## config.mk

```make
export PLATFORM = sky130hd
export DESIGN_NAME = serial_add_sched
export DESIGN_NICKNAME = d
export VERILOG_FILES = /design/src/rtl/serial_add_sched.sv
export SDC_FILE = /design/constraint.sdc
export NUM_CORES = 1
export LEC_CHECK = 0
export BUFFER_PORTS_ARGS = -buffer_cell sky130_fd_sc_hd__buf_2
export CAP_MARGIN = 30
export CELL_PAD_IN_SITES_DETAIL_PLACEMENT = 2
export CELL_PAD_IN_SITES_GLOBAL_PLACEMENT = 2
export CORE_ASPECT_RATIO = 1.1
export CORE_MARGIN = 3
export CORE_UTILIZATION = 36
export DETAILED_ROUTE_END_ITERATION = 6
export PLACE_DENSITY_LB_ADDON = 0.1
export SETUP_SLACK_MARGIN = 0.1
export SKIP_LAST_GASP = 1
export SLEW_MARGIN = 20
export SYNTH_ARGS = -nofsm -noshare
export SYNTH_HDL_FRONTEND = slang
export SYNTH_SLANG_ARGS = --single-unit
```

## constraint.sdc

```tcl
create_clock -name CLK -period 3.7 [get_ports CLK]
set_input_delay 0.37 -clock CLK [delete_from_list [all_inputs] [get_ports CLK]]
set_output_delay 0.37 -clock CLK [all_outputs]
set_load 0.02 [all_outputs]
```

## src/rtl/serial_add_sched.sv

```systemverilog
// rtl/serial_add_sched.sv - two-requester round-robin serial adder/subtractor, one nibble per cycle
// A single 4-bit carry look-ahead adder is time-shared across nibbles, LSB nibble first.

module cla_adder (
  input  logic [3:0] i_a,
  input  logic [3:0] i_b,
  input  logic       i_c,
  output logic [3:0] o_s,
  output logic       o_co
);
  logic [3:0] w_g;
  logic [3:0] w_p;
  logic [4:0] w_c;

  assign w_g = i_a & i_b;
  assign w_p = i_a ^ i_b;

  assign w_c[0] = i_c;
  assign w_c[1] = w_g[0] | (w_p[0] & i_c);
  assign w_c[2] = w_g[1] | (w_p[1] & w_g[0]) | (w_p[1] & w_p[0] & i_c);
  assign w_c[3] = w_g[2] | (w_p[2] & w_g[1]) | (w_p[2] & w_p[1] & w_g[0])
                | (w_p[2] & w_p[1] & w_p[0] & i_c);
  assign w_c[4] = w_g[3] | (w_p[3] & w_g[2]) | (w_p[3] & w_p[2] & w_g[1])
                | (w_p[3] & w_p[2] & w_p[1] & w_g[0])
                | (w_p[3] & w_p[2] & w_p[1] & w_p[0] & i_c);

  assign o_s  = w_p ^ w_c[3:0];
  assign o_co = w_c[4];
endmodule

module serial_add_sched #(
  parameter int WIDTH = 16
) (
  input  logic             CLK,
  input  logic             RST,
  input  logic             REQ0,
  input  logic [WIDTH-1:0] A0,
  input  logic [WIDTH-1:0] B0,
  input  logic             SUB0,
  input  logic             REQ1,
  input  logic [WIDTH-1:0] A1,
  input  logic [WIDTH-1:0] B1,
  input  logic             SUB1,
  output logic [1:0]       GNT,
  output logic             BUSY,
  output logic [WIDTH-1:0] RESULT,
  output logic             CO,
  output logic             OVF,
  output logic [1:0]       DONE
);
  localparam int NIB = WIDTH / 4;
  localparam int CW  = $clog2(NIB + 1);
  localparam logic [WIDTH-1:0] NIB_MASK = WIDTH'(4'hF);

  typedef enum logic [1:0] {IDLE, ADD, FIN} state_t;

  state_t           r_state;
  logic [WIDTH-1:0] r_a;
  logic [WIDTH-1:0] r_b;
  logic             r_sub;
  logic             r_carry;
  logic [CW-1:0]    r_cnt;
  logic [WIDTH-1:0] r_sum;
  logic             r_last;

  logic             w_pick;
  logic [CW+1:0]    w_sh;
  logic [WIDTH-1:0] w_a_sh;
  logic [WIDTH-1:0] w_b_sh;
  logic [3:0]       w_a_nib;
  logic [3:0]       w_b_nib;
  logic [3:0]       w_sum;
  logic             w_co;
  logic [WIDTH-1:0] w_final;
  logic             w_b_msb;
  logic             w_ovf;

  // Round-robin: on contention, serve whoever was not served last.
  assign w_pick = (REQ0 && REQ1) ? ~r_last : REQ1;

  assign w_sh    = {r_cnt, 2'b00};
  assign w_a_sh  = r_a >> w_sh;
  assign w_b_sh  = r_b >> w_sh;
  assign w_a_nib = w_a_sh[3:0];
  assign w_b_nib = w_b_sh[3:0] ^ {4{r_sub}};

  cla_adder u_cla (
    .i_a  (w_a_nib),
    .i_b  (w_b_nib),
    .i_c  (r_carry),
    .o_s  (w_sum),
    .o_co (w_co)
  );

  assign w_final = (r_sum & ~(NIB_MASK << w_sh)) | (WIDTH'(w_sum) << w_sh);
  assign w_b_msb = r_b[WIDTH-1] ^ r_sub;
  assign w_ovf   = ~(r_a[WIDTH-1] ^ w_b_msb) & (w_final[WIDTH-1] ^ r_a[WIDTH-1]);

  always_ff @(posedge CLK or posedge RST) begin
    if (RST) begin
      r_state <= IDLE;
      r_a     <= '0;
      r_b     <= '0;
      r_sub   <= 1'b0;
      r_carry <= 1'b0;
      r_cnt   <= '0;
      r_sum   <= '0;
      r_last  <= 1'b1;
      GNT     <= 2'b00;
      BUSY    <= 1'b0;
      RESULT  <= '0;
      CO      <= 1'b0;
      OVF     <= 1'b0;
      DONE    <= 2'b00;
    end else begin
      case (r_state)
        IDLE: begin
          if (REQ0 || REQ1) begin
            r_a     <= w_pick ? A1 : A0;
            r_b     <= w_pick ? B1 : B0;
            r_sub   <= w_pick ? SUB1 : SUB0;
            r_carry <= w_pick ? SUB1 : SUB0;
            r_cnt   <= '0;
            r_last  <= w_pick;
            GNT     <= w_pick ? 2'b10 : 2'b01;
            BUSY    <= 1'b1;
            r_state <= ADD;
          end
        end
        ADD: begin
          r_sum   <= w_final;
          r_carry <= w_co;
          r_cnt   <= r_cnt + 1'b1;
          if (r_cnt == CW'(NIB - 1)) begin
            RESULT  <= w_final;
            CO      <= w_co;
            OVF     <= w_ovf;
            DONE    <= GNT;
            r_state <= FIN;
          end
        end
        FIN: begin
          DONE    <= 2'b00;
          GNT     <= 2'b00;
          BUSY    <= 1'b0;
          r_state <= IDLE;
        end
        default: r_state <= IDLE;
      endcase
    end
  end
endmodule

```

# --- Yosys cells after proc, flatten, opt, wreduce, memory -nomap -nowiden ---
# Index checks and enable logic that the tools add are counted.
# Widths: inputs -> output; s select.
op_classes:
  n_addsub: 1
  n_eq_ne: 5
  n_shift: 4
  n_mux: 18
  n_bitwise: 39
  n_reduce_logical: 12
op_table:
  columns: ["cell", "count"]
  rows:
  - ["$mux 16", 2]
  - ["$shr 16x5->4", 2]
  - ["$and 1x1->1", 17]
  - ["$and 16x16->16", 1]
  - ["$not 16->16", 1]
  - ["$or 16x16->16", 1]
  - ["$shl 4x5->16", 1]
  - ["$shl 4x5->16 const A", 1]
  - ["$pmux 2 s2", 3]
  - ["$reduce_and 2->1", 6]
  - ["$xor 4x4->4", 3]
  - ["$mux 2", 5]
  - ["$or 1x1->1", 10]
  - ["$pmux 3 s2", 1]
  - ["$reduce_bool 2->1", 3]
  - ["$and 4x4->4", 1]
  - ["$mux 1", 4]
  - ["$ne 2x2->1 const B", 2]
  - ["$pmux 1 s2", 2]
  - ["$add 3x1->3 const B", 1]
  - ["$eq 3x2->1 const B", 1]
  - ["$mux 3", 1]
  - ["$xor 1x1->1", 3]
  - ["$eq 2x1->1 const B", 1]
  - ["other kinds (5)", 6]
totals:
  register_bits: 79
  in_bits: 70
  out_inout_bits: 23
  wordCells: 93

# --- Longest topological paths before layout ---
logic_depth:
  word_depth: 12
  ltp_mapped: 11
  depth_no_buf: 10

# --- Modules after synthesis ---
# From an unflattened synthesis, not the netlist that was laid out.
hier_totals:
  hier_cells: 338
  hier_area_um2: 4116.4
modules_own_cells:
  columns: ["module", "n_inst", "cells_per_inst", "area_each_um2"]
  rows:
  - ["serial_add_sched", 1, 321, 3968.8]
  - ["cla_adder", 1, 17, 147.6]

# --- Worst setup path before layout ---
# Ideal clock, no wire load.
synth_timing:
  path_type: "reg2reg"
  from: "reg r_cnt[0]"
  to: "reg OVF"
  setup_ns: 0.073
  arrival_ns: 2.374
  t_required_ns: 3.627
  path_slack_ns: 1.253
  path_stages_with_launch: 10
  n_path_buf: 1
  path_cell_list: "dfrtp_1 buf_4 mux4_2 and2_1 ha_1 a41oi_2 o21ai_4 xor2_4 a21o_1 a2bb2oi_2"
synth_via:
  elab_chain_len: 12
  elab_cells_between_ends: 23
synth_lines:
  columns: ["item", "line_no", "source"]
  rows:
  - ["from (decl)", "62", "logic [CW-1:0] r_cnt;"]
  - ["from (signal assigned)", "133", "r_cnt <= r_cnt + 1'b1;"]
  - ["$shr 16x5->4", "83", "assign w_b_sh = r_b >> w_sh;"]
  - ["$xor 4x4->4", "85", "assign w_b_nib = w_b_sh[3:0] ^ {4{r_sub}};"]
  - ["$xor 4x4->4 / $and 4x4->4 (equally long branches)", "16, 15", null]
  - ["$and 1x1->1 (on tied branches)", "21, 22", null]
  - ["$or 1x1->1, or another cell as far along", "21", "assign w_c[3] = w_g[2] | (w_p[2] & w_g[1]) | (w_p[2] & w_p[1] & w_g[0])"]
  - ["$or 1x1->1 / $and 1x1->1 (equally long branches)", "21, 22", null]
  - ["$or 1x1->1", "22", "| (w_p[2] & w_p[1] & w_p[0] & i_c);"]
  - ["$xor 4x4->4", "27", "assign o_s = w_p ^ w_c[3:0];"]
  - ["$shl 4x5->16", "95", "assign w_final = (r_sum & ~(NIB_MASK << w_sh)) | (WIDTH'(w_sum) << w_sh);"]
  - ["$or 16x16->16", "95", null]
  - ["$xor 1x1->1", "97", "assign w_ovf = ~(r_a[WIDTH-1] ^ w_b_msb) & (w_final[WIDTH-1] ^ r_a[WIDTH-1]);"]
  - ["$and 1x1->1", "97", null]
  - ["to (signal assigned)", "137", "OVF <= w_ovf;"]
  - ["to (decl)", "48", "output logic OVF,"]
# Several ways; a longest one is shown, not always the timed one.
# A chain may end at the register's enable or synchronous reset.

# --- Worst setup path after layout ---
layout_timing:
  from: "reg r_cnt[0]"
  to: "reg r_sum[7]"
layout_via:
  elab_chain_len: 10
  elab_cells_between_ends: 19
layout_lines:
  columns: ["item", "line_no", "source"]
  rows:
  - ["$shr 16x5->4", "83", null]
  - ["$xor 4x4->4", "85", null]
  - ["$xor 4x4->4 / $and 4x4->4 (equally long branches)", "16, 15", null]
  - ["$and 1x1->1 (on tied branches)", "21, 22", null]
  - ["$or 1x1->1, or another cell as far along", "21", null]
  - ["$or 1x1->1 / $and 1x1->1 (equally long branches)", "21, 22", null]
  - ["$or 1x1->1", "22", null]
  - ["$xor 4x4->4", "27", null]
  - ["$shl 4x5->16", "95", null]
  - ["$or 16x16->16 (*)", "95", null]
  - ["to (signal assigned)", "131", "r_sum <= w_final;"]
  - ["to (decl)", "63", "logic [WIDTH-1:0] r_sum;"]
# Mark *: on every way between the ends. The rest lies on a longest branch, timed or not.

==> impl_metrics.json <==
{
  "status": "completed",
  "cp-startpoint": "r_cnt[0]",
  "p_switching_mw": 2.296,
  "clkTransAtPathRegs_ns": 0.08,
  "worst-setup-path-type": "register to register",
  "synth.most_common_cell": "dfrtp_1",
  "avgRoutedWirePerCell_um": 17.34,
  "clk_latency_ns": 0.36,
  "finalMaxSlewViolations": 0,
  "postSynthAreaPerCell_um2": 10.52,
  "overflow": 0,
  "drt-pass1-iter-count": 4,
  "yosys.area.top_type_share_pct": 48.10,
  "p_int_mw": 2.713,
  "critPathMaxFanout": 12,
  "syn_area_um2": 3850,
  "drc": 0,
  "area_delta_synth_final_pct": 21.58,
  "setup_violations": 0,
  "min_period_ns": 2.997,
  "rows": 38,
  "clock_sinks": 75,
  "placed_cell_area_um2": 4429,
  "antenna_found_initial": 0,
  "clockBufferDepth": 2,
  "hp-start": "A0[12]",
  "syn_inst": 366,
  "seq_power_share_pct": 30.2,
  "grt_pass1_vias": 3374,
  "cp.required_ns": 3.98,
  "met3_usage_pct": 3.835,
  "swShare_pct": 45.83,
  "relSlewSlack_pct": 63.70,
  "startpoint_type": "register",
  "synth_area_leaders": "dfrtp_1, mux2i_1, nand2_1",
  "reg2reg_to": "r_sum[7]",
  "busiest_layer": "met2",
  "endpoint_kind": "register",
  "utilization_pct": 46.22,
  "ys_seq_area_share_pct": 48.78,
  "synth.distinct_cells": 45,
  "grt_util_met2_pct": 32.00,
  "cts.hold.buffers_added": 1,
  "die_w_um": 104.6,
  "finalCritPeriodShare_pct": 80.99,
  "totalWireLength_um": 10390,
  "drive_gt1_share_pct": 30.28,
  "dp_hpwl_um": 7919,
  "diodes": 0,
  "worst_pin_slew_ns": 0.5420,
  "drt-initial-drc-count": 79,
  "leakagePower_nw": 2.306,
  "syn-num-nets": 446,
  "drtAntennaViolNets": 0,
  "finalNetCount": 534,
  "cap_violations": 0,
  "track_usage_pct": 18.38,
  "core_um2": 10130,
  "synthFlopType": "dfrtp_1",
  "r2r_cells": 9,
  "synthArstFlopShare_pct": 100.0,
  "fin_area_um2": 4681,
  "synthTopCellsByCount": "dfrtp_1, nand2_1, mux2i_1",
  "hold_class": "input pin to register",
  "synth_area_leader_cell": "dfrtp_1",
  "start_util_pct": 38.02,
  "ir_drop_uv": 446.3,
  "fin_skew_ns": 0.008852,
  "via_per_inst": 5.082,
  "cts_tree": "yes",
  "cts_root_buffer": "clkbuf_8",
  "gp_congestion": 0.7851,
  "grtUsageMet1_pct": 22.75,
  "clkPwrFrac_pct": 15.4,
  "fmax_ghz": 0.3337,
  "comb_power_share_pct": 54.4,
  "synth_edf_count": 0,
  "grt_max_degree": 52,
  "die_h_um": 114.5,
  "p_per_area_nw_per_um2": 1070,
  "cts_buffers": 9,
  "r2r_setup_slack_ns": 0.70,
  "via_count": 3044,
  "critPathCapture": "r_sum[7]",
  "rsz0062_at_grt": "no",
  "dieArea_um2": 11970,
  "finalSetupTns_ns": 0,
  "crit_arrival_ns": 3.28,
  "ctsResizeCount": 0,
  "ys_ff_latch": 75,
  "io_buffers": 92,
  "worst_r2r_startpoint": "r_cnt[0]",
  "io_pins": 93,
  "ys_warn_count": 0,
  "grt_pass1_wl_um": 17260,
  "hold_viol_final": 0,
  "post-cts-setup-buffers": 0,
  "cts_max_level": 3
}
-- power groups by stage --
stage | sequential (mW) | clock [mW] | combinational [mW]
finish | 1.51 | 0.774 | 2.72
global route | 1.57 | 0.829 | 3.05
CTS | 1.52 | 0.799 | 2.79
detailed placement | 1.53 | 0 | 2.75
global placement | 1.51 | 0 | 2.62
floorplan | 1.50 | 0 | 1.98
-- kinds of logic (layout without fill, tap and decap cells) --
group           count (synthesis)  after routing  share of synthesized area, %
compound gates                102            102                         16.87
simple gates                   97             97                         11.02
flops                          75             75                         48.78
mux                            44             44                         13.06
buf+inv                        30            123                         4.322
fa+ha+maj                      10             10                         3.445
xor+xnor                        8              8                         2.503
-- flip-flops by register name (all words and copies together), names as in the netlist, 2 cells and up --
signal	cells
r_cnt	3
RESULT	16
DONE	2
r_b	16
r_a	16
r_sum	12
r_state	2
GNT	2
-- worst max-delay path, stage by stage, from the launching register on --
cell and delay [ns]:
dfrtp_1 0.59, buf_4 0.30, mux4_2 0.51, and2_1 0.17, ha_1 0.37, a41oi_2 0.26
o21ai_4 0.12, xor2_4 0.28, nand2_2 0.12, o21ai_1 0.18
-- metal layers --
layer	vias to the layer above	part of all wire, %
met5	-	0
met4	0	1.4
met3	9	3.9
met2	77	50
met1	1492	44
li1	1466	-
-- worst min-delay path by stage --
stage	slack (ns)	cells after the start	endpoint
finish	0.28	3	r_a[12]
global route	0.29	3	r_b[4]
CTS	0.26	3	r_a[8]
detailed placement	0.35	2	DONE[1]
global placement	0.45	2	BUSY
floorplan	0.44	2	r_a[10]
-- through the flow --
step	worst slack [ns]	instances	hold WS (ns)	total power, mW
6_report	0.7034	599	0.2822	5.009
3_3_place_gp	0.8364	581	0.4550	4.130
5_1_grt	0.4945	599	0.2868	5.444
3_5_place_dp	0.7190	582	0.3489	4.284
4_1_cts	0.6593	599	0.2641	5.106
2_1_floorplan	1.253	366	0.4446	3.476
-- cell type report --
class | count | area (um^2)
fillers | 1127 | 5446
flip-flops and latches | 75 | 1878
multi-input cells | 261 | 1824
repair buffers | 100 | 535.5
well taps | 140 | 175.2
clock buffers | 11 | 141.4
clock inverters | 5 | 100.1
inverters | 7 | 26.28
-- layout by cell type, fill, tap and decap left out, drive strengths merged, types with 6 or more instances in the layout --
master	netlist	layout
a22oi	12	12
nand2	71	71
nor2	6	6
dfrtp	74	74
inv	6	6
nand3	8	8
buf	16	99
mux2i	39	39
a22o	9	9
ha	9	9
a21oi	6	6
o21ai	61	61
clkbuf	7	11
xor2	6	6
Note: power is estimated with default switching activity, not from simulation.
